File: src/rtl/rs_pkg.sv
// RS(7,3) over GF(2^3): shared types, constants and the
// constant-multiplier helper used by encoder and decoder.
package rs_pkg;

  localparam int M = 3;
  localparam int N = 7;
  localparam int K = 3;

  localparam logic [M:0] PRIM = 4'b1011;

  typedef logic [M-1:0]   sym_t;
  typedef logic [N*M-1:0] cw_t;

  localparam sym_t G0 = 3'd3;
  localparam sym_t G1 = 3'd2;
  localparam sym_t G2 = 3'd1;
  localparam sym_t G3 = 3'd3;

  typedef enum logic [1:0] {
    IDLE,
    SHIFT,
    DONE
  } state_t;

  // Shift-and-add; with a constant k this folds to XOR gates.
  function automatic sym_t gf8_mul_const(
    input sym_t a,
    input sym_t k
  );
    sym_t acc;
    sym_t t;
    acc = '0;
    t   = a;
    for (int i = 0; i < M; i++) begin
      if (k[i]) acc = acc ^ t;
      t = {t[M-2:0], 1'b0} ^ ({M{t[M-1]}} & PRIM[M-1:0]);
    end
    return acc;
  endfunction

endpackage

File: src/rtl/rs_parity_lfsr.sv
// Four-stage parity LFSR dividing x^4 m(x) by g(x),
// one symbol per shift, highest degree first.
module rs_parity_lfsr
  import rs_pkg::*;
(
  input  logic       clk,
  input  logic       rst_n,
  input  logic       en_i,
  input  logic       clr_i,
  input  logic       shift_i,
  input  sym_t       sym_i,
  output sym_t [3:0] par_nxt_o
);

  sym_t [3:0] p_q;
  sym_t [3:0] shf;
  sym_t       fb;

  always_comb begin
    fb     = sym_i ^ p_q[3];
    shf[3] = p_q[2] ^ gf8_mul_const(fb, G3);
    shf[2] = p_q[1] ^ gf8_mul_const(fb, G2);
    shf[1] = p_q[0] ^ gf8_mul_const(fb, G1);
    shf[0] = gf8_mul_const(fb, G0);
  end

  assign par_nxt_o = shf;

  always_ff @(posedge clk or negedge rst_n) begin
    if (!rst_n) begin
      p_q <= '0;
    end else if (en_i) begin
      if (clr_i) begin
        p_q <= '0;
      end else if (shift_i) begin
        p_q <= shf;
      end
    end
  end

endmodule

File: src/rtl/rs_encoder.sv
// Systematic RS(7,3) encoder: accepts a 3-symbol message,
// emits {parity, message} in the decoder's packing.
module rs_encoder
  import rs_pkg::*;
(
  input  logic           clk,
  input  logic           reset,
  input  logic           enable,
  input  logic           in_valid,
  output logic           in_ready,
  input  logic [K*M-1:0] message,
  output logic           out_valid,
  input  logic           out_ready,
  output cw_t            codeword
);

  state_t         state_q;
  logic [K*M-1:0] msg_q;
  logic [1:0]     cnt_q;
  logic           in_ready_q;
  logic           out_valid_q;
  cw_t            cw_q;

  sym_t       sym;
  sym_t [3:0] par_nxt;
  logic       clr;
  logic       shf;

  always_comb begin
    unique case (cnt_q)
      2'd0:    sym = msg_q[2:0];
      2'd1:    sym = msg_q[5:3];
      default: sym = msg_q[8:6];
    endcase
  end

  assign clr = (state_q == IDLE) && in_valid;
  assign shf = (state_q == SHIFT);

  rs_parity_lfsr u_lfsr (
    .clk       (clk),
    .rst_n     (reset),
    .en_i      (enable),
    .clr_i     (clr),
    .shift_i   (shf),
    .sym_i     (sym),
    .par_nxt_o (par_nxt)
  );

  always_ff @(posedge clk or negedge reset) begin
    if (!reset) begin
      state_q     <= IDLE;
      msg_q       <= '0;
      cnt_q       <= '0;
      in_ready_q  <= 1'b1;
      out_valid_q <= 1'b0;
      cw_q        <= '0;
    end else if (enable) begin
      unique case (state_q)
        IDLE: begin
          if (in_valid) begin
            msg_q      <= message;
            cnt_q      <= '0;
            in_ready_q <= 1'b0;
            state_q    <= SHIFT;
          end
        end
        SHIFT: begin
          cnt_q <= cnt_q + 2'd1;
          // Final shift: capture the LFSR's next state directly.
          if (cnt_q == 2'd2) begin
            cw_q <= {par_nxt[0], par_nxt[1],
                     par_nxt[2], par_nxt[3], msg_q};
            out_valid_q <= 1'b1;
            state_q     <= DONE;
          end
        end
        DONE: begin
          if (out_ready) begin
            out_valid_q <= 1'b0;
            in_ready_q  <= 1'b1;
            state_q     <= IDLE;
          end
        end
        default: state_q <= IDLE;
      endcase
    end
  end

  assign in_ready  = in_ready_q;
  assign out_valid = out_valid_q;
  assign codeword  = cw_q;

endmodule

File: config.mk
export PLATFORM = sky130hd
export DESIGN_NAME = rs_encoder
export DESIGN_NICKNAME = d
export VERILOG_FILES = /design/src/rtl/rs_pkg.sv /design/src/rtl/rs_parity_lfsr.sv /design/src/rtl/rs_encoder.sv
export SDC_FILE = /design/constraint.sdc
export NUM_CORES = 1
export LEC_CHECK = 0
export CAP_MARGIN = 40
export CELL_PAD_IN_SITES_DETAIL_PLACEMENT = 0
export CELL_PAD_IN_SITES_GLOBAL_PLACEMENT = 1
export CORE_MARGIN = 5
export CORE_UTILIZATION = 44
export DETAILED_ROUTE_END_ITERATION = 8
export PLACE_DENSITY = 0.83
export SYNTH_ARGS = -nofsm -noshare
export SYNTH_HDL_FRONTEND = slang
export SYNTH_SLANG_ARGS = --single-unit
export TNS_END_PERCENT = 1
File: constraint.sdc
create_clock -name clk -period 6.2 [get_ports clk]
set_input_delay 1.24 -clock clk [delete_from_list [all_inputs] [get_ports clk]]
set_output_delay 1.24 -clock clk [all_outputs]
set_load 0.01 [all_outputs]
== Word-level counts from Yosys, hierarchy flattened ==
Index checks and enable logic that the tools add are counted.
Operators by class
  magnitude comparators: 0
  multiply operators: 0
  reduce and logical (&&, ||, !) cells: 14
  mux-type cells: 15
  div/mod/pow operators: 0
  $add $sub $neg: 1
  shifts and indexed selects: 0
  equality and inequality tests: 7
  bitwise gates (word level): 6
Operator list (number)
  two-way mux 12 bit: 2
  bitwise XOR 3 bit: 5
  AND reduction 4 bit: 3
  AND reduction 3 bit: 3
  two-way mux 2 bit: 4
  nonzero test 2 bit: 4
  one-hot mux 2 bit (3 select lines): 1
  one-hot mux 3 bit (2 select lines): 1
  == test 2 x 1 -> 1 bit, second input constant: 2
  == test 2 bit, second input constant: 2
  logical NOT 2 bit: 2
  two-way mux 1 bit: 4
  inequality test 2 bit, second input constant: 2
  one-hot mux 1 bit (2 select lines): 2
  one-hot mux 2 bit (2 select lines): 1
  bitwise XOR 3 x 2 -> 3 bit: 1
  adder 2 x 1 -> 2 bit, second input constant: 1
  inequality test 2 x 1 -> 1 bit, second input constant: 1
  AND reduction 2 bit: 1
  logical AND 1 bit: 1
Storage, ports and cells
  register bits after elaboration: 48
  memories: 0
  bits in read-only memories: 0
  bits in latches: 0
  output and inout bits: 23
  memory bits (writable): 0

== Depth between registers and ports, before layout ==
Gate-level depths: netlist of run 1.
  depth after elaboration: 8
  depth in mapped cells: 8

== Hierarchy ==
Synthesis of run 1 repeated with hierarchy kept, for this count alone.
Unflattened totals
  cells, all modules: 166
  area, all modules: 2303.5 um^2
By module, submodules not included
  rs_encoder: times used 1, area an instance 1587.8 um^2, cells an instance 108, seq. area each 902.1 um^2
  rs_parity_lfsr: times used 1, area an instance 715.7 um^2, cells an instance 58, seq. area each 300.3 um^2

== Worst setup path before layout of run 1 ==
Ideal clock, no wire load.
  path type: input port to flip-flop
  from: in enable
  to: reg cw_q[4] (netlist: codeword[4])
  arrival time: 2393 ps
  setup slack: 3683 ps
  buffers on the path: 1
  library setup time: 125 ps
  stages: 5
  cell sequence: nor2b_1 -> and2_1 -> nand2_1 -> clkbuf_1 -> mux2_2
On the way
  word-level cells in the longest chain between the ends: 1
RTL lines
  from (decl): RTL line rs_encoder.sv:8  | input logic enable,
  AND reduction 3 bit (no source line)
  to (signal assigned): RTL line rs_encoder.sv:72  | cw_q <= {par_nxt[0], par_nxt[1],
  to (decl): RTL line rs_encoder.sv:22  | cw_t cw_q;
No other way between the ends.
A chain may end at the register's enable or synchronous reset.

== Worst setup path in the final report of run 1 ==
  from: in enable
  to: reg u_lfsr.p_q[10] in the netlist's numbering
On the way
  word-level cells in the longest chain between the ends: 1
RTL lines
  AND reduction 2 bit (no source line)
  to (signal assigned): RTL line rs_parity_lfsr.sv:31  | p_q <= '0;
  to (signal assigned): RTL line rs_parity_lfsr.sv:34  | p_q <= '0;
  to (signal assigned): RTL line rs_parity_lfsr.sv:36  | p_q <= shf;
  to (decl): RTL line rs_parity_lfsr.sv:15  | sym_t [3:0] p_q;
No other way between the ends.

==> results of run 1 <==
critical path, cell delays in order:
cell and delay, ns:
clkdlybuf4s50_1 0.55, nor2b_1 0.28, and3_1 0.54, nor2_1 0.26
buf_4 0.23, a21oi_1 0.11, o21ai_0 0.08
routing by layer:
layer,vias up,wire [um]
li1,674,-
met1,691,1780
met2,42,1910
met3,7,192
met4,0,63
met5,-,0
layout by cell type, fill, tap and decap left out, types with 2 or more instances in the layout:
cell type        count
a21oi_1              4
a21oi_2              3
a22o_1               4
clkbuf_1             2
clkbuf_8             6
clkdlybuf4s50_1     35
dfrtp_1             47
ha_1                 3
inv_1                4
mux2_2              18
nand2_1             28
nand3_1              2
nor2_1               3
o21ai_0             25
o21ai_1              2
xnor2_1              9
xnor2_2              2
xnor2_4              2
xor2_1               4
power groups by stage:
stage | registers, mW | logic (mW) | clock network, mW
detailed placement | 0.573 | 0.940 | 0
finish | 0.565 | 0.926 | 0.188
global placement | 0.564 | 0.918 | 0
CTS | 0.567 | 0.944 | 0.195
global route | 0.589 | 1.02 | 0.208
floorplan | 0.581 | 0.637 | 0
cell type report:
class                           instances  area share (%)
Sequential cell                        48            45.7
Tap cell                               54            2.57
Clock buffer                            8            3.42
Multi-Input combinational cell        117            32.4
Timing Repair Buffer                   39            15.4
Inverter                                4           0.570
worst paths after layout:
path | startpoint | endpoint | slack (ns) | depth (start not counted)
worst max register to register | cnt_q[0]$_DFFE_PN0P_ | u_lfsr.p_q[10]$_DFFE_PN0P_ | 3.92 | 8
min in group asynchronous | reset | codeword[13]$_DFFE_PN0P_ | 0.93 | 1
worst max-delay path | enable | u_lfsr.p_q[10]$_DFFE_PN0P_ | 3.09 | 7
worst min-delay path | codeword[17]$_DFFE_PN0P_ | codeword[17]$_DFFE_PN0P_ | 0.48 | 2
max in group asynchronous | reset | msg_q[5]$_DFFE_PN0P_ | 4.76 | 2
worst min register to register | codeword[17]$_DFFE_PN0P_ | codeword[17]$_DFFE_PN0P_ | 0.48 | 2
state kept, by name (all words and copies together), names as in the netlist:
register	flops
cnt_q	2
codeword	21
in_ready	1
msg_q	9
out_valid	1
state_q	2
u_lfsr.p_q	12
stage by stage:
| step | instance area (sq um) | util (%) | instances | total power [mW] |
|---|---|---|---|---|
| floorplan | 2090 | - | 175 | 1.22 |
| global placement | 2490 | 53.5 | 259 | 1.48 |
| detailed placement | 2540 | 54.6 | 262 | 1.51 |
| CTS | 2630 | 56.5 | 270 | 1.71 |
| global route | 2630 | 56.5 | 270 | 1.82 |
| finish | 2630 | 56.5 | 270 | 1.68 |
kinds of logic (layout without fill, tap and decap cells):
logic type / Yosys count / after routing / synth area share, %
DFF: 48 / 48 / 57.5
muxes: 18 / 18 / 9.69
and+or+nand+nor: 38 / 38 / 7.54
xor gates and xnor gates: 18 / 18 / 10.7
buffers and inverters: 10 / 51 / 1.79
adders and majority gates: 3 / 3 / 1.79
AOI/OAI and AO/OA: 40 / 40 / 11.0
==> summary.md, run 1 <==
| Metric | Value |
|---|---|
| Status | `completed` |
| Starting Density | `44.9%` |
| Detailed Routing Iterations Pass 1 | `4` |
| Num CTS Buffers | `5` |
| Drt wl/cell | `14.6 um` |
| Die area | `0.00623 sq mm` |
| Tcrit/Tclk final | `roughly 50%` |
| Combinational Power Share | `55.1%` |
| Hpwl dp | `2960 um` |
| Ys async rst share | `100%` |
| Slew Viols, Final | `0` |
| Leak pwr | `~1.2 nW` |
| Final ANT Viol Nets | `0` |
| Cts-stage hold buffer count | `0` |
| Pre-CTS setup slack | `around 2.8 ns` |
| CTS clock-pin slew for the worst setup and hold paths | `roughly 0.080 ns` |
| Buffers added on ports | `36` |
| Tmin final | `3.11 ns` |
| Worst VDD drop | `between 0.0002 and 0.0003 V` |
| Area share of the largest cell type after synthesis | `~56%` |
| Worst-Margin Slew | `0.607 ns` |
| Data arrival, critical path | `3.30 ns` |
| Seq/Total Area, Yosys | `~57%` |
| Worst Hold Class | `flip-flop to flip-flop` |
| Clock Path Buffers | `2` |
| GRT Residual Overflow | `0` |
| Max Fclk | `around 320 MHz` |
| Die H | `79.0 um` |
| Switching part of the total power | `38.6%` |
| Max Cap Viol | `0` |
| Crit path capture type | `flip-flop` |
| Worst-Skew Late Latency | `0.30 ns` |
| Vias/cell | `5.24` |
| Vias in the first global route | `between 1500 and 2000` |
| Crit path kind | `input pin to flip-flop` |
| Die width | `around 80 um` |
| Busiest layer in global routing | `met2` |
| RSZ-0062 raised after global routing | `no` |
| Reg area | `0.00120 sq mm` |
| Required time at the worst-slack endpoint | `6.39 ns` |
| Met3 Use GR | `4.31%` |
| Clk root buf | `clkbuf_8` |
| Number of flops mapped to enable cells by yosys | `0` |
| Syn Inst Count | `175` |
| Io pins | `37` |
| Syn_area_per_cell | `12.0 sq um` |
| Via Count | `1414` |
| Hold Fails Final Rpt | `0` |
| Area leader, netlist | `dfrtp_1` |
| Maximum fanout along the worst path | `11` |
| Synth top cells by count | `dfrtp_1 (47), nand2_1 (28), o21ai_0 (25)` |
| Row cnt | `25` |
| Ys flop type | `dfrtp_1` |
| Multi-input logic area | `852 sq um` |
| Syn_nets | `192` |
| DRT iter0 DRCs | `60` |
| Layout cell share with drive strength beyond 1 | `17.1%` |
| Final setup viols | `0` |
| Nets | `232` |
| Area delta synth->final | `25.8%` |
| Internal power | `between 1 and 1.5 mW` |
| Cts repair resizes | `0` |
| GPL Wtd Cong | `0.783` |
| Crit path launch type | `input pin` |
| GR Util met1 | `18.0%` |
| Worst hold slack | `around 0.48 ns` |
| Filler cells | `about 400` |
| Top-count cell post-synth | `dfrtp_1` |
| Synth Warn # | `0` |
| Sequential Power Share | `33.6%` |
| Core area | `~0.0047 sq mm` |
| # Post-CTS Setup Buffers | `0` |
| Psw | `~0.65 mW` |
| Clock sinks | `48` |
| Routed wire length | `3950 um` |
| Met2 Use GR | `a little under a quarter` |
| Initial antenna violation count | `0` |
| Total negative slack | `0 ns` |
| Ant. Diodes | `0` |
| Total GRT Usage | `roughly 14%` |
| Mapped cell area | `0.00209 sq mm` |
| CTS tree | `yes` |
| Flops & latches, synth | `48` |
| Drt drc | `0` |
| Fin worst setup slack | `3.09 ns` |
| Synth area leaders | `dfrtp_1 (56%), mux2_2 (9.7%), o21ai_0 (6.0%)` |
| First-pass GRT wire length | `7000 um` |
| Skew final | `roughly 0.0043 ns` |
| Largest net degree at the start of global routing | `27` |
| Worst rel slew slack | `between 50% and 60%` |
| Cell variety after synth | `26` |
| Clock share of power | `11.2%` |
| Power density over the cells | `638 mW/mm^2` |
| H-tree depth | `2` |
Power figures use the tool's default switching activity.
==> run 2: changes to the inputs <==
--- a/config.mk
+++ b/config.mk
@@ -9,9 +9,9 @@
 export CELL_PAD_IN_SITES_DETAIL_PLACEMENT = 0
 export CELL_PAD_IN_SITES_GLOBAL_PLACEMENT = 1
 export CORE_MARGIN = 5
-export CORE_UTILIZATION = 44
+export CORE_UTILIZATION = 41
 export DETAILED_ROUTE_END_ITERATION = 8
-export PLACE_DENSITY = 0.83
+export PLACE_DENSITY = 0.78
 export SYNTH_ARGS = -nofsm -noshare
 export SYNTH_HDL_FRONTEND = slang
 export SYNTH_SLANG_ARGS = --single-unit
==> constraint.sdc (replaced) <==
create_clock -name clk -period 2.9 [get_ports clk]
set_input_delay 0.58 -clock clk [delete_from_list [all_inputs] [get_ports clk]]
set_output_delay 0.58 -clock clk [all_outputs]
set_load 0.01 [all_outputs]
==> run 2 against run 1 <==
Die area grew 6.4%. Clock skew up 0.0020 ns. Via count is 4.7% lower. Critical path depth is the same. Setup slack worse by 2.5 ns. Sequential power is 110% higher. Highest routed layer unchanged. Flip-flop and latch count is the same. Largest cell class unchanged. Sequential share of layout area is 0.28 points lower. Global-route usage fell by 1.0 points. Register-to-register slack got worse by 3.3 ns.
==> summary.md, run 2 (synthesized netlist as in run 1, its figures left out) <==
| Metric | Value |
|---|---|
| Drt wl/cell | `13.0 um` |
| Worst rel slew slack | `65.0%` |
| Detailed Routing Iterations Pass 1 | `4` |
| Power density over the cells | `1380 mW/mm^2` |
| Core area | `0.00504 sq mm` |
| Cell mode on critical path | `nand2_1` |
| Nets | `233` |
| Hold Fails Final Rpt | `0` |
| Leak pwr | `1.16 nW` |
| Worst Hold Class | `input pin to asynchronous set/reset pin` |
| Slew Viols, Final | `0` |
| Placed insts | `between 200 and 300` |
| Buffers added on ports | `36` |
| Worst path max stage delay | `0.55 ns` |
| Via Count | `1347` |
| GRT Residual Overflow | `0` |
| Crit path launch type | `input pin` |
| Status | `completed` |
| Die area | `~0.0066 sq mm` |
| H-tree depth | `2` |
| Reg area | `0.00120 sq mm` |
| Clock Path Buffers | `2` |
| Multi-input logic area | `roughly 850 sq um` |
| Final setup viols | `0` |
| Required time at the worst-slack endpoint | `3.07 ns` |
| Clk root buf | `clkbuf_8` |
| Maximum fanout along the worst path | `21` |
| Total negative slack | `0 ns` |
| First-pass GRT wire length | `6670 um` |
| GPL Wtd Cong | `0.750` |
| Die width | `81.4 um` |
| Final ANT Viol Nets | `0` |
| Initial antenna violation count | `0` |
| Filler cells | `463` |
| Crit-path cells | `clkdlybuf4s50_1, nor2b_1, and2_1, nand2_1, buf_4, nand2_1, o21ai_0` |
| Max Cap Viol | `0` |
| Die H | `81.4 um` |
| Final instance area | `0.00265 sq mm` |
| Vias in the first global route | `1380` |
| Ant. Diodes | `0` |
| Area delta synth->final | `26.6%` |
| Crit path capture type | `flip-flop` |
| Hpwl dp | `about 2700 um` |
| RSZ-0062 raised after global routing | `no` |
| Fin worst setup slack | `0.629 ns` |
| Cts repair resizes | `0` |
| Skew final | `0.00632 ns` |
| Commonest non-fill, non-tap cell in the layout | `dfrtp_1` |
| Total GRT Usage | `13.3%` |
| Routed wire length | `about 3700 um` |
| Finished Layout Cells | `287` |
| DRT iter0 DRCs | `63` |
| Final core occ | `52.5%` |
| Max Fclk | `~440 MHz` |
| Tmin final | `2.27 ns` |
| Row cnt | `26` |
| Tcrit/Tclk final | `roughly 80%` |
| Worst-Skew Late Latency | `roughly 0.29 ns` |
| Worst VDD drop | `approximately 0.0006 V` |
| Vias/cell | `4.69` |
| Io pins | `37` |
| Starting Density | `roughly two fifths` |
| Cts-stage hold buffer count | `0` |
| Post-Place Cell Area | `0.00254 sq mm` |
| # Post-CTS Setup Buffers | `0` |
| Pre-CTS setup slack | `0.268 ns` |
| CTS tree | `yes` |
| Max reg flops | `21` |
| Layout cell share with drive strength beyond 1 | `17.5%` |
| Clock sinks | `48` |
| Largest net degree at the start of global routing | `31` |
| CP max stage cell | `clkdlybuf4s50_1` |
| Most frequent cells in the layout | `dfrtp_1 (47), clkdlybuf4s50_1 (35), nand2_1 (28)` |
| Drt drc | `0` |
| Num CTS Buffers | `5` |
| CTS clock-pin slew for the worst setup and hold paths | `0.08 ns` |
| Data arrival, critical path | `2.44 ns` |
| Crit path kind | `input pin to flip-flop` |
| Worst-Margin Slew | `around 0.52 ns` |
[run 2: changes by cell type in the layout (fill, tap and decap cells not counted), sizes merged]
cell / delta
bufinv: +1
buf: +1
clkbuf: -1
[run 2: power breakdown]
part           internal [mW]  switching, mW
sequential             0.983          0.220
combinational           1.03          0.963
clock                  0.258          0.207
total                   2.27           1.39
[run 2: worst paths after layout]
check                                              start                    endpoint  slack (ns)  cells after the start
worst min-delay path                               reset    codeword[11]$_DFFE_PN0P_        0.20                      1
worst max-delay path                              enable    codeword[20]$_DFFE_PN0P_        0.63                      7
worst max register to register      cnt_q[0]$_DFFE_PN0P_  u_lfsr.p_q[10]$_DFFE_PN0P_        0.63                      8
max in group asynchronous                          reset   u_lfsr.p_q[6]$_DFFE_PN0P_        1.97                      2
worst min register to register  codeword[15]$_DFFE_PN0P_    codeword[15]$_DFFE_PN0P_        0.48                      2
min in group clk                codeword[15]$_DFFE_PN0P_    codeword[15]$_DFFE_PN0P_        0.48                      2
[run 2: final cells by class]
type | count | share of cell area, %
Inverter | 4 | 0.567
Timing Repair Buffer | 40 | 14.5
Clock inverter | 1 | 1.13
Multi-Input combinational cell | 117 | 32.2
Sequential cell | 48 | 45.4
Tap cell | 70 | 3.31
Clock buffer | 7 | 2.88
[run 2: stage by stage]
stage,hold slack [ns],power [mW]
finish,0.205,3.66
global route,0.230,3.99
CTS,0.208,3.73
detailed placement,0.470,3.24
global placement,0.464,3.23
floorplan,0.284,2.60
[run 2: critical path, delay by kind of cell]
family / cells / cell delay [ns]
compound gates: 1 / 0.07
simple gates: 4 / 0.90
buf+inv: 2 / 0.89
[run 2: layer usage]
metal  share of wire [%]  track usage [%]  routed length, um  vias up
met1                  47             16.9               1750      632
met2                  46             21.0               1700       32
met4                 2.1             5.91                 80        0
met5                   0                0                  0        -
li1                    -                -                  -      674
met3                 5.4             4.17                200        9
